### config.mk
export PLATFORM = sky130hd
export DESIGN_NAME = twos_comp_arbiter
export DESIGN_NICKNAME = d
export VERILOG_FILES = /design/src/rtl/twos_comp_arbiter.sv
export SDC_FILE = /design/constraint.sdc
export NUM_CORES = 1
export LEC_CHECK = 0
export ABC_AREA = 1
export BUFFER_PORTS_ARGS = -buffer_cell sky130_fd_sc_hd__buf_2
export CAP_MARGIN = 20
export CORE_UTILIZATION = 40
export DETAILED_ROUTE_END_ITERATION = 7
export GPL_ROUTABILITY_DRIVEN = 0
export PLACE_DENSITY = 0.7
export RECOVER_POWER = 50
export SYNTH_ARGS = -nofsm -noshare
export SYNTH_HDL_FRONTEND = slang
export SYNTH_SLANG_ARGS = --single-unit
### constraint.sdc
create_clock -name clk -period 1.8 [get_ports clk]
set_input_delay 0.18 -clock clk [delete_from_list [all_inputs] [get_ports clk]]
set_output_delay 0.18 -clock clk [all_outputs]
set_load 0.02 [all_outputs]
### src/rtl/twos_comp_arbiter.sv
// Round-robin arbiter sharing one two's complement negator between NUM_REQ requesters.
// Optional macro TWOS_COMP_ARB_OVF_EN adds rsp_ovf, flagging negation of the most-negative operand.
module twos_comp_arbiter #(
    parameter int SIZE    = 8,
    parameter int NUM_REQ = 2
) (
    input  logic                    clk,
    input  logic                    rst_n,
    input  logic [NUM_REQ-1:0]      req_valid,
    output logic [NUM_REQ-1:0]      req_ready,
    input  logic [NUM_REQ*SIZE-1:0] req_data,
    output logic                    rsp_valid,
    input  logic                    rsp_ready,
    output logic [SIZE-1:0]         rsp_data,
    output logic [1:0]              rsp_id
`ifdef TWOS_COMP_ARB_OVF_EN
   ,output logic                    rsp_ovf
`endif
);

    generate
        if (NUM_REQ < 2 || NUM_REQ > 4) begin : g_bad_num_req
            $error("twos_comp_arbiter: NUM_REQ must be in 2..4");
        end
        if (SIZE < 2) begin : g_bad_size
            $error("twos_comp_arbiter: SIZE must be >= 2");
        end
    endgenerate

    localparam int IW = (NUM_REQ > 2) ? 2 : 1;

    typedef enum logic {IDLE, BUSY} state_t;

    state_t                 state_q, state_d;
    logic [SIZE-1:0]        op_q;
    logic [1:0]             id_q;
    logic [1:0]             last_q;
    logic [NUM_REQ-1:0]     grant;
    logic [1:0]             grant_idx;
    logic                   grant_found;
    logic [IW-1:0]          idx;
    logic                   accept;
`ifdef TWOS_COMP_ARB_OVF_EN
    logic                   ovf_q;
`endif

    // Search starts just past the last winner and wraps, so the last winner has lowest priority.
    always_comb begin
        grant       = '0;
        grant_idx   = last_q;
        grant_found = 1'b0;
        idx         = '0;
        for (int k = 1; k <= NUM_REQ; k++) begin
            idx = IW'((int'(last_q) + k) % NUM_REQ);
            if (!grant_found && req_valid[idx]) begin
                grant[idx]  = 1'b1;
                grant_idx   = 2'(idx);
                grant_found = 1'b1;
            end
        end
    end

    assign accept = (state_q == IDLE) && grant_found;

    always_ff @(posedge clk or negedge rst_n) begin
        if (!rst_n) begin
            state_q <= IDLE;
        end else begin
            state_q <= state_d;
        end
    end

    always_comb begin
        state_d = state_q;
        case (state_q)
            IDLE:    if (accept) state_d = BUSY;
            BUSY:    if (rsp_ready) state_d = IDLE;
            default: state_d = IDLE;
        endcase
    end

    always_comb begin
        req_ready = '0;
        rsp_valid = 1'b0;
        rsp_data  = '0;
        case (state_q)
            IDLE: req_ready = grant;
            BUSY: begin
                rsp_valid = 1'b1;
                rsp_data  = ~op_q + SIZE'(1);
            end
            default: ;
        endcase
    end

    always_ff @(posedge clk or negedge rst_n) begin
        if (!rst_n) begin
            op_q   <= '0;
            id_q   <= '0;
            last_q <= 2'(NUM_REQ - 1);
        end else if (accept) begin
            op_q   <= req_data[int'(grant_idx)*SIZE +: SIZE];
            id_q   <= grant_idx;
            last_q <= grant_idx;
        end
    end

    assign rsp_id = id_q;

`ifdef TWOS_COMP_ARB_OVF_EN
    always_ff @(posedge clk or negedge rst_n) begin
        if (!rst_n) begin
            ovf_q <= 1'b0;
        end else if (accept) begin
            ovf_q <= (req_data[int'(grant_idx)*SIZE +: SIZE] == {1'b1, {(SIZE-1){1'b0}}});
        end
    end

    assign rsp_ovf = ovf_q;
`endif

endmodule

==> results of run 1 <==
==> worst max path at each step <==
stage / startpoint / end / slack (ns) / depth (start not counted)
floorplan: op_q[0] / rsp_data[6] / 0.30 / 8
global placement: op_q[0] / rsp_data[6] / 0.31 / 9
detailed placement: op_q[0] / rsp_data[6] / 0.26 / 9
CTS: op_q[0] / rsp_data[6] / 0.009 / 9
global route: op_q[0] / rsp_data[6] / 0.007 / 9
finish: op_q[1] / rsp_data[6] / 0.12 / 9
==> sequential cells by signal, summed over array words and instances, names as in the netlist <==
signal   count
op_q         8
last_q       1
state_q      1
rsp_id       2
==> cell usage after synthesis (all sizes together) <==
library cell / n
o21ai: 15
nand3: 5
ha: 1
dfstp: 1
nor2: 18
buf: 4
dfrtp: 11
inv: 27
a21oi: 3
nand2: 40
==> what timing repair did <==
item,in CTS,in global routing
hold buffers,1,0
gates resized for setup,2,7
setup endpoints to repair,1,2
endpoints found under the hold margin,11,0
pin swaps,0,1
buffers inserted,0,2
==> layer usage <==
layer  up-vias  wire [um]
met1       371        781
met4         0          8
li1        447          -
met3         2         93
met2        27        809
met5         -          0
==> cells in the final DEF (no fill, tap or decap), types with 2 or more instances in the layout <==
master,count
buf_4,5
clkbuf_4,3
inv_1,22
dfrtp_1,11
clkbuf_1,3
a21oi_1,3
nand2_2,7
buf_2,29
o21ai_0,5
nand3_1,5
o21ai_1,2
nand2_1,30
nor2_1,17
inv_2,4
o21ai_2,8
nand2_4,3
==> power groups by stage <==
| stage | clock, mW | combinational, mW | sequential (mW) |
|---|---|---|---|
| after global placement | 0 | 0.967 | 0.498 |
| after floorplan | 0 | 0.789 | 0.492 |
| after CTS | 0.218 | 0.999 | 0.502 |
| final | 0.213 | 1.09 | 0.501 |
| after detailed placement | 0 | 0.981 | 0.505 |
| after global routing | 0.235 | 1.21 | 0.517 |
==> metrics by stage <==
stage | hold WS, ns | instances | power [mW] | cell area, um^2
6_report | 0.0787 | 190 | 1.80 | 1110
5_1_grt | 0.0692 | 190 | 1.96 | 1110
4_1_cts | 0.0725 | 188 | 1.72 | 1080
3_5_place_dp | 0.0722 | 183 | 1.49 | 1030
3_3_place_gp | 0.0683 | 183 | 1.46 | 1030
2_1_floorplan | -0.116 | 125 | 1.28 | 868
==> critical path: stages (launching register included) <==
cell,delay (ns)
dfrtp_1,0.39
inv_2,0.09
ha_4,0.13
inv_1,0.06
nor2_4,0.12
nand2_2,0.07
o21ai_1,0.11
inv_1,0.04
nor2_1,0.07
buf_4,0.14
==> cells by family after synthesis <==
family                     after synthesis  synth area share
and+or+nand+nor                         63             0.323
buffers and inverters                   31             0.177
DFF                                     12             0.347
AOI/OAI and AO/OA                       18             0.138
adders and majority gates                1            0.0144
==> cell type report <==
class,count,area [um^2]
clock buffer,4,36.3
timing repair buffer,38,204
multi-input combinational,82,435
tap,27,33.8
fill,203,887
inverter,27,104
sequential,12,302
==> out/metrics.yaml, run 1 <==
status: "completed"
finalNetCount: 186
cts_buffer_depth: 2
drc: 0
numCtsBuffers: 3
syn_inst: 125
htreeDepth: 1
r2r_setup_slack_ns: 0.56
power_frac_comb: 0.603
initial_core_util: 0.434
synth_top_area_cell: "dfrtp_1"
finalHoldViolCount: 0
use_met2: 0.261
utilization: 0.557
required_ns: 1.62
ant_nets: 0
clkTransAtPathRegs_ns: 0.08
busiest_layer: "met2"
cp_max_fo: 3
fin_setup_tns_ns: 0
synth_top_area_frac: 0.317
vias_per_cell: 4.46
synth_cell_types: 18
worstSetupStartpointType: "flop"
p_sw_frac: 0.487
finalWirelength_um: 1690
clkLatencyLatePin_ns: 0.27
p_seq_frac: 0.278
timing_worst_setup_path_type: "reg -> out"
skew_ns: 0.00200
hp-class: "in -> reg"
die_y_um: 48.6
period_needed_ns: 1.68
internal-power_mw: 0.924
synth.cell_area_um2: 868
netSwitchingPower_mw: 0.876
hold_depth: 2
drive_above_1_share: 0.387
areaGrowthSynthToFinish_pct: 28.4
die_w_um: 48.6
rsz0062_at_grt: "false"
track_usage: 0.156
grt_util_met3: 0.0189
drt-initial-drc-count: 13
maxSlewHeadroom: 0.582
ir_worst_vdd_mv: 0.841
cts_root_buffer: "clkbuf_4"
min_to: "state_q"
setup_viol: 0
synthesis.nets: 147
fin_crit_sh: 0.935
cap_viol_max_count: 0
rr_worst_depth: 5
yosys-top-cells-area: "dfrtp_1 (32%), nand2_1 (13%), inv_1 (9.9%), o21ai_2 (8.1%), nor2_1 (7.8%)"
overflow: 0
worst_slew_pin_slew_ns: 0.627
min_from: "rsp_ready"
grt_pass1_wl_um: 2840
p_leak_nw: 0.656
power_frac_clock: 0.119
timing.rr.end: "op_q[5]"
firstDrtPassIters: 4
numPortBuffers: 33
vias: 847
place_ws_ns: 0.255
setup_ws_ns: 0.117
grt_max_degree: 15
ys_seq_elements: 12
dp_hpwl_um: 1330
syn_area_per_cell_um2: 6.95
core_um2: 2000
ys_seq_area_frac: 0.347
antenna_found_initial: 0
grt_util_met1: 0.195
worstPathArrival_ns: 1.50
cp-end-kind: "output port"
diodes: 0
avgRoutedWirePerCell_um: 8.91
ios: 34
dieArea_um2: 2360
ys_warn_count: 0
power.density_nw_per_um2: 1610
grt_pass1_vias: 692
slew_violations: 0
r2r-start: "last_q[0]"
cts_tree: "built"
cts_sinks: 12
rows: 16
fmaxAchievable_ghz: 0.594
No activity file was read; power rests on OpenSTA's default activity.
==> run 2, diff against run 1 <==
Settings changed: PLACE_DENSITY 0.7 to unset, PLACE_DENSITY_LB_ADDON set to 0.25.
==> run 2 against run 1 <==
Against the previous run: die area unchanged; highest routed layer unchanged; power decreased by 2.7%; sequential cell count unchanged; global-route usage increased by 1.5 points; largest power group unchanged; routed wire length increased by 2.5%.
==> out/metrics.yaml, run 2 (synthesis gave the netlist of run 1 again) <==
status: "completed"
drc: 0
ios: 34
dp_hpwl_um: 1370
maxSlewHeadroom: 0.556
dieArea_um2: 2360
power.density_nw_per_um2: 1610
fmaxAchievable_ghz: 0.596
power_frac_comb: 0.582
fin_crit_sh: 0.932
core_um2: 2000
ir_worst_vdd_mv: 0.908
largest_reg_flops: 8
cts_sinks: 12
utilization: 0.544
ant_nets: 0
grt_pass1_wl_um: 3190
cp-end-kind: "output port"
final_cell_mix: "nand2_1 (30), buf_2 (29), inv_1 (21)"
p_seq_frac: 0.293
path_buf_inv: 4
fin_setup_tns_ns: 0
hp-class: "in -> reg"
grt_max_degree: 15
vias_per_cell: 4.43
die_w_um: 48.6
initial_core_util: 0.434
min_from: "rsp_ready"
avgRoutedWirePerCell_um: 9.23
fin_area_um2: 1090
numPortBuffers: 33
min_to: "state_q"
timing.rr.end: "op_q[1]"
r2r_setup_slack_ns: 0.49
antenna_found_initial: 0
firstDrtPassIters: 4
htreeDepth: 1
finalHoldViolCount: 0
largest_register: "op_q"
finalWirelength_um: 1740
grt_pass1_vias: 764
areaGrowthSynthToFinish_pct: 25.4
worstSetupStartpointType: "flop"
clkTransAtPathRegs_ns: 0.08
cap_viol_max_count: 0
r2r-start: "state_q"
die_y_um: 48.6
power_frac_clock: 0.125
place_area_um2: 1020
cts_buffer_depth: 2
hold_depth: 2
cp_max_fo: 3
track_usage: 0.172
numCtsBuffers: 3
critical_path.slowest_cell: "dfrtp_1"
critPathTopFamily: "flip-flops"
worst_slew_pin_slew_ns: 0.667
cpPeakStageDelay_ns: 0.41
drive_above_1_share: 0.391
required_ns: 1.62
rr_worst_depth: 6
worstPathCellList: "inv_2 -> ha_1 -> inv_1 -> nor2_4 -> nand2_2 -> o21ai_1 -> inv_1 -> nor2_1 -> buf_4"
drt-initial-drc-count: 14
p_sw_frac: 0.494
finalNetCount: 184
nFillCells: 204
vias: 833
cts_tree: "built"
slew_violations: 0
crit_path_frequent_cell: "inv_1"
overflow: 0
timing_worst_setup_path_type: "reg -> out"
rows: 16
worstPathArrival_ns: 1.50
p_leak_nw: 0.645
clkLatencyLatePin_ns: 0.27
finalPower_mw: 1.75
setup_viol: 0
period_needed_ns: 1.68
internal-power_mw: 0.886
netSwitchingPower_mw: 0.865
cts_root_buffer: "clkbuf_4"
skew_ns: 0.00249
layout_commonest_cell: "nand2_1"
diodes: 0
-- run 2: cell count changes in the layout (fill, tap and decap cells not counted) --
cell / change
buf_4: -2
dfrtp_1: -1
dfrtp_2: +1
dfstp_1: -1
dfstp_2: +1
ha_1: +1
ha_4: -1
inv_1: -1
inv_2: +1
o21ai_0: -1
o21ai_1: +1
-- run 2: worst max-delay path by stage --
stage | from | end | slack [ns] | cells past startpoint
2_1_floorplan | op_q[0] | rsp_data[6] | 0.30 | 8
3_5_place_dp | op_q[0] | rsp_data[6] | 0.26 | 9
6_report | op_q[0] | rsp_data[6] | 0.12 | 9
3_3_place_gp | op_q[0] | rsp_data[6] | 0.32 | 9
4_1_cts | op_q[0] | rsp_data[6] | 0.002 | 9
5_1_grt | op_q[0] | rsp_data[6] | -0.003 | 9
-- run 2: power by group through the flow --
stage	logic [mW]	clock network (mW)	registers, mW
finish	1.02	0.219	0.513
global route	1.17	0.235	0.533
CTS	0.987	0.223	0.503
floorplan	0.789	0	0.492
global placement	0.961	0	0.502
detailed placement	0.978	0	0.506
-- run 2: per-stage QoR --
stage / cells / hold slack (ns) / setup WS (ns)
2_1_floorplan: 125 / -0.116 / 0.298
3_3_place_gp: 182 / 0.0732 / 0.315
3_5_place_dp: 182 / 0.0791 / 0.257
4_1_cts: 187 / 0.0677 / 0.00213
5_1_grt: 188 / 0.0751 / -0.00316
6_report: 188 / 0.0678 / 0.123
-- run 2: final cells by class --
cell class / instances / area (um^2) / area share
Multi-Input combinational cell: 82 / 423 / 0.389
Timing Repair Buffer: 36 / 189 / 0.174
Inverter: 27 / 104 / 0.0954
Clock buffer: 4 / 36.3 / 0.0333
Tap cell: 27 / 33.8 / 0.0310
Sequential cell: 12 / 303 / 0.278
-- run 2: worst register-to-register path, cell delays in order, from the launching register on --
cell and delay [ns]:
dfrtp_2 0.48, inv_4 0.04, o21ai_2 0.20, inv_2 0.14, buf_4 0.21, nand2_2 0.08
o21ai_2 0.04
-- run 2: timing repair --
action                                  4_1_cts  5_1_grt
resized for setup                             1        8
hold endpoints to repair                     11        0
setup buffers                                 0        1
pin swaps                                     0        0
hold buffers                                  1        0
endpoints found under the setup margin        1        2
-- run 2: routing by layer --
metal  vias up  GRT usage  wire length [um]
met1       361      0.217               785
li1        448          -                 -
met5         -          0                 0
met4         0     0.0588                 8
met2        22      0.293               859
met3         2     0.0314                82
